==> src/rtl/comp32_gt_monitor_if.sv <==
// Sample controls and registered statistics of the A>B flag monitor.
// The master side drives en/clr/z_in. The slave side (the monitor) returns the counters, pulse, alarm and state.
interface comp32_gt_monitor_if #(
    parameter int CNT_W = 16
);
    logic             en;
    logic             clr;
    logic             z_in;
    logic [CNT_W-1:0] hit_cnt;
    logic [CNT_W-1:0] run_len;
    logic [CNT_W-1:0] max_run;
    logic             rise_pulse;
    logic             alarm;
    logic [1:0]       state;

    modport master (
        output en, clr, z_in,
        input  hit_cnt, run_len, max_run, rise_pulse, alarm, state
    );

    modport slave (
        input  en, clr, z_in,
        output hit_cnt, run_len, max_run, rise_pulse, alarm, state
    );
endinterface

==> src/rtl/comp32_gt_monitor.sv <==
// Statistics on the sampled A>B flag: saturating hit count, run length, max run, rise pulse, sticky alarm.
// Latency: one clk from the sample edge to every output. No backpressure: a sample is taken on each en cycle.
// clr has priority over en and discards that cycle's sample.
module comp32_gt_monitor #(
    parameter int CNT_W     = 16,
    parameter int RUN_ALARM = 4
) (
    input  logic                clk,
    input  logic                rst_n,
    comp32_gt_monitor_if.slave  mon
);
    typedef enum logic [1:0] {
        IDLE = 2'b00,
        LOW  = 2'b01,
        HIGH = 2'b10,
        ALRM = 2'b11
    } state_t;

    localparam logic [CNT_W-1:0] CNT_MAX  = '1;
    localparam logic [CNT_W-1:0] ONE      = CNT_W'(1);
    localparam logic [CNT_W-1:0] ALARM_TH = CNT_W'(RUN_ALARM);

    state_t           state_q, state_nxt;
    logic [CNT_W-1:0] hit_q, hit_nxt;
    logic [CNT_W-1:0] run_q, run_nxt;
    logic [CNT_W-1:0] max_q, max_nxt;
    logic             rise_q, rise_nxt;
    logic             alarm_q, alarm_nxt;
    logic [CNT_W-1:0] run_inc;
    logic             prev_z;

    // The last sampled z is implied by the state. IDLE and LOW both mean "no preceding 1".
    assign prev_z  = (state_q == HIGH) || (state_q == ALRM);
    assign run_inc = (run_q == CNT_MAX) ? run_q : run_q + ONE;

    always_comb begin
        state_nxt = state_q;
        hit_nxt   = hit_q;
        run_nxt   = run_q;
        max_nxt   = max_q;
        alarm_nxt = alarm_q;
        rise_nxt  = 1'b0;
        if (mon.clr) begin
            state_nxt = IDLE;
            hit_nxt   = '0;
            run_nxt   = '0;
            max_nxt   = '0;
            alarm_nxt = 1'b0;
        end else if (mon.en) begin
            if (mon.z_in) begin
                hit_nxt  = (hit_q == CNT_MAX) ? hit_q : hit_q + ONE;
                run_nxt  = run_inc;
                rise_nxt = ~prev_z;
                if (run_inc > max_q) max_nxt = run_inc;
                case (state_q)
                    ALRM:    state_nxt = ALRM;
                    default: state_nxt = (run_inc >= ALARM_TH) ? ALRM : HIGH;
                endcase
                if (state_nxt == ALRM) alarm_nxt = 1'b1;
            end else begin
                run_nxt   = '0;
                state_nxt = LOW;
            end
        end
    end

    always_ff @(posedge clk or negedge rst_n) begin
        if (!rst_n) begin
            state_q <= IDLE;
            hit_q   <= '0;
            run_q   <= '0;
            max_q   <= '0;
            rise_q  <= 1'b0;
            alarm_q <= 1'b0;
        end else begin
            state_q <= state_nxt;
            hit_q   <= hit_nxt;
            run_q   <= run_nxt;
            max_q   <= max_nxt;
            rise_q  <= rise_nxt;
            alarm_q <= alarm_nxt;
        end
    end

    assign mon.hit_cnt    = hit_q;
    assign mon.run_len    = run_q;
    assign mon.max_run    = max_q;
    assign mon.rise_pulse = rise_q;
    assign mon.alarm      = alarm_q;
    assign mon.state      = state_q;
endmodule

==> src/flat_wrapper.sv <==
// flat-port wrapper written by rule: the top's interface ports become plain ports
module comp32_gt_monitor_flat 
#(
    parameter int CNT_W     = 16,
    parameter int RUN_ALARM = 4
)
  (clk, rst_n, mon_en, mon_clr, mon_z_in, mon_hit_cnt, mon_run_len, mon_max_run, mon_rise_pulse, mon_alarm, mon_state);
  comp32_gt_monitor_if #(.CNT_W(CNT_W)) mon_i ();
  input  logic clk;
  input  logic rst_n;
  input wire logic [$bits(mon_i.en)-1:0] mon_en;
  input wire logic [$bits(mon_i.clr)-1:0] mon_clr;
  input wire logic [$bits(mon_i.z_in)-1:0] mon_z_in;
  output wire logic [$bits(mon_i.hit_cnt)-1:0] mon_hit_cnt;
  output wire logic [$bits(mon_i.run_len)-1:0] mon_run_len;
  output wire logic [$bits(mon_i.max_run)-1:0] mon_max_run;
  output wire logic [$bits(mon_i.rise_pulse)-1:0] mon_rise_pulse;
  output wire logic [$bits(mon_i.alarm)-1:0] mon_alarm;
  output wire logic [$bits(mon_i.state)-1:0] mon_state;
  assign mon_i.en = mon_en;
  assign mon_i.clr = mon_clr;
  assign mon_i.z_in = mon_z_in;
  assign mon_hit_cnt = mon_i.hit_cnt;
  assign mon_run_len = mon_i.run_len;
  assign mon_max_run = mon_i.max_run;
  assign mon_rise_pulse = mon_i.rise_pulse;
  assign mon_alarm = mon_i.alarm;
  assign mon_state = mon_i.state;
  comp32_gt_monitor #(.CNT_W(CNT_W), .RUN_ALARM(RUN_ALARM)) u_core (.clk(clk), .rst_n(rst_n), .mon(mon_i));
endmodule
==> config.mk <==
export PLATFORM = sky130hd
export DESIGN_NAME = comp32_gt_monitor_flat
export DESIGN_NICKNAME = d
export VERILOG_FILES = /design/src/rtl/comp32_gt_monitor_if.sv /design/src/rtl/comp32_gt_monitor.sv /design/src/flat_wrapper.sv
export SDC_FILE = /design/constraint.sdc
export NUM_CORES = 1
export LEC_CHECK = 0
export ABC_AREA = 1
export CAP_MARGIN = 0
export CORE_MARGIN = 3
export CORE_UTILIZATION = 50
export DETAILED_ROUTE_END_ITERATION = 10
export PLACE_DENSITY_LB_ADDON = 0.25
export SYNTH_ARGS = -nofsm -noshare
export SYNTH_HDL_FRONTEND = slang
export SYNTH_SLANG_ARGS = --single-unit
export TNS_END_PERCENT = 1
==> constraint.sdc <==
create_clock -name clk -period 8.45 [get_ports clk]
set_input_delay 1.69 -clock clk [delete_from_list [all_inputs] [get_ports clk]]
set_output_delay 1.69 -clock clk [all_outputs]
set_load 0.02 [all_outputs]
==> results_dict.tcl <==
set metrics [dict create \
    crit_top_cell "inv_1" \
    synth-seq-area-share 0.393 \
    drtPass1Iterations 5 \
    wl_mm 7.92 \
    placed_area_mm2 0.00390 \
    finalHoldViolCount 0 \
    rsz0062_at_grt "false" \
    die_h_um 87.4 \
    r2r_setup_slack_ns 4.83 \
    worstRegToRegCells 19 \
    antenna_found_initial 0 \
    cts_buffers 5 \
    drv_slew 0 \
    cp_cell_sequence "ha_1 -> inv_1 -> nor2_4 -> nand2_4 -> nor2_1 -> a31oi_1 -> nor3_1 -> inv_1 -> ha_1 -> nand2_1 -> inv_1 -> nand3_1 -> nor2_1 -> nand4_1 -> inv_2 -> a21oi_4 -> nand2_4 -> nand3_1 -> nand2_1" \
    fmax_mhz 276 \
    pwr_density_cell_mw_per_mm2 119 \
    gp_congestion 0.892 \
    synth_fa_ha_area_frac 0.0605 \
    end_kind "flip-flop" \
    netlist_instances 431 \
    vdd_drop_max_mv 0.0648 \
    die_area_mm2 0.00763 \
    avgSynthCellArea_um2 7.68 \
    synth-seq-cells 52 \
    dpl.hpwl_mm 5.81 \
    drc 0 \
    cts_sinks 52 \
    design_area_mm2 0.00401 \
    synth-xor-area-share 0.0318 \
    leakagePower_nw 1.92 \
    core_mm2 0.00639 \
    cts_setup_buffers 0 \
    synth_compound_area_frac 0.100 \
    ant_nets 0 \
    timing.rr.start "u_core.mon.run_len[1]" \
    dr.first_iter.drc_count 168 \
    critPathSlowestCell "dfrtp_1" \
    outcome "completed" \
    yosys.cell_types.count 33 \
    syn-cell-area_mm2 0.00331 \
    cts_tree "yes" \
    startpoint_type "flip-flop" \
    min_period_ns 3.62 \
    synth-simple-area-share 0.295 \
    io_buffers 56 \
    synthMuxAreaShare 0 \
    synth-main-ff-cell "dfrtp_1" \
    synth_fp_nets 452 \
    grt_pass1_wl_mm 13.4 \
    htree_levels 2 \
    area_growth_pct 21.2 \
    clock_latency_ns 0.31 \
    min-delay-path-class "flip-flop to flip-flop" \
    endpoint "u_core.mon.max_run[0]" \
    fin_tns_setup_ns 0 \
    cp.required_ns 8.66 \
    routedWlPerCell_um 14.1 \
    path_max_fanout 17 \
    cts_resized 0 \
    skew_ns 0.00806 \
    synth_top_family_by_area "simple AND/OR/NAND/NOR gates" \
    fin_crit_sh 0.429 \
    maxCapViolations 0 \
    cts_root_buf "clkbuf_8" \
    worstMarginPinSlew_ns 0.659 \
    layout-drive-gt1-share 0.0639 \
    grt_pass1_vias 2862 \
    cts_buffer_depth 2 \
    clk_pin_slew_ns 0.10 \
    overflow 0 \
    vias_per_cell 5.36 \
    crit_start "u_core.mon.run_len[1]" \
    cts_hold_buf 0 \
    final_nets 505 \
    fill_cells 552 \
    cpPeakStageDelay_ns 0.43 \
    rows 29 \
    die_w_um 87.4 \
    ioPinCount 57 \
    synth-warning-count 0 \
    crit_arrival_ns 3.83 \
    num_vias 3013 \
    setup_violations 0 \
    grt_max_degree 53 \
    synth_edf_count 0 \
    synthArstFlopShare 1.00 \
    diodes 0 \
    start_util 0.518 \
    relSlewSlack 0.560 \
    grtUsageTotal 0.220 \
    crit_type "flip-flop to flip-flop" \
    timing.rr.end "u_core.mon.max_run[0]" \
]
==> cell type report <==
class / instances / area [µm²] / area share
clock buffer: 5 / 68.8 / 0.0172
clock inverter: 3 / 46.3 / 0.0115
inverter: 83 / 317 / 0.0789
multi-input combinational: 284 / 1610 / 0.402
sequential: 52 / 1300 / 0.324
tap: 77 / 96.3 / 0.0240
timing repair buffer: 58 / 571 / 0.142
==> state kept, by name, indices dropped and copies added (netlist names) <==
| signal | count |
|---|---|
| u_core.mon.run_len | 16 |
| u_core.mon.state | 2 |
| u_core.mon.rise_pulse | 1 |
| u_core.mon.hit_cnt | 16 |
| u_core.mon.max_run | 16 |
| u_core.mon.alarm | 1 |
==> worst min path at each step <==
stage	to	start	depth (start not counted)
global route	u_core.mon.rise_pulse	u_core.mon.state[1]	1
finish	u_core.mon.alarm	u_core.mon.alarm	2
global placement	u_core.mon.rise_pulse	u_core.mon.state[1]	1
detailed placement	u_core.mon.alarm	u_core.mon.alarm	2
floorplan	u_core.mon.rise_pulse	u_core.mon.state[1]	1
CTS	u_core.mon.rise_pulse	u_core.mon.state[1]	1
==> logic make-up after synthesis <==
family | count (synthesis)
compound gates | 55
xor+xnor | 12
fa+ha+maj | 16
buf+inv | 95
flops | 52
simple gates | 201
==> cell usage after synthesis, types with 7 or more instances <==
master / instances / area, µm²
clkbuf_1: 7 / 26.3
dfrtp_1: 52 / 1300
o21ai_0: 19 / 95.1
nand2_1: 82 / 308
ha_1: 16 / 200
a21oi_1: 14 / 70.1
nor2_1: 38 / 143
xor2_1: 12 / 105
inv_1: 81 / 304
nand3_1: 26 / 130
o22ai_1: 10 / 62.6
nand4_1: 26 / 163
nor3_1: 11 / 55.1
==> cell usage in the layout, fill, tap and decap left out, types with 11 or more instances in the layout <==
cell type,synthesis,routed
nor3_1,11,11
ha_1,16,16
nand2_1,82,82
nand3_1,26,26
dfrtp_1,52,52
o21ai_0,19,19
inv_1,81,81
nor2_1,38,38
clkdlybuf4s50_1,0,55
a21oi_1,14,14
xor2_1,12,12
nand4_1,26,26
==> routing by layer <==
metal  up-vias  wire length [µm]  GRT usage  share of wire
li1       1514                 -          -              -
met4         0               244     0.0851          0.031
met3        22               362     0.0378          0.046
met1      1387              3540      0.296           0.45
met2        90              3770      0.352           0.48
met5         -                 0          0              0
==> report_power, final <==
part	switching, W	internal [W]
clock	0.0000890	0.0000893
sequential	0.00000248	0.000251
combinational	0.0000318	0.0000132
==> through the flow <==
stage	cells	setup WS, ns	hold WS [ns]	total power, W	util
after floorplan	431	5.42	0.584	0.000289	-
after global placement	554	4.70	0.491	0.000303	0.610
after detailed placement	554	4.57	0.497	0.000304	0.610
after CTS	562	4.87	0.518	0.000483	0.628
after global routing	562	4.50	0.558	0.000496	0.628
final	562	4.83	0.525	0.000477	0.628
==> worst max-delay path: cells and delay by family (launching register included) <==
family                     cells  cell delay, ns
DFF                            1            0.43
and+or+nand+nor               11            1.66
AOI/OAI and AO/OA              2            0.55
buffers and inverters          4            0.34
adders and majority gates      2            0.52
No activity file was read; power rests on OpenSTA's default activity.
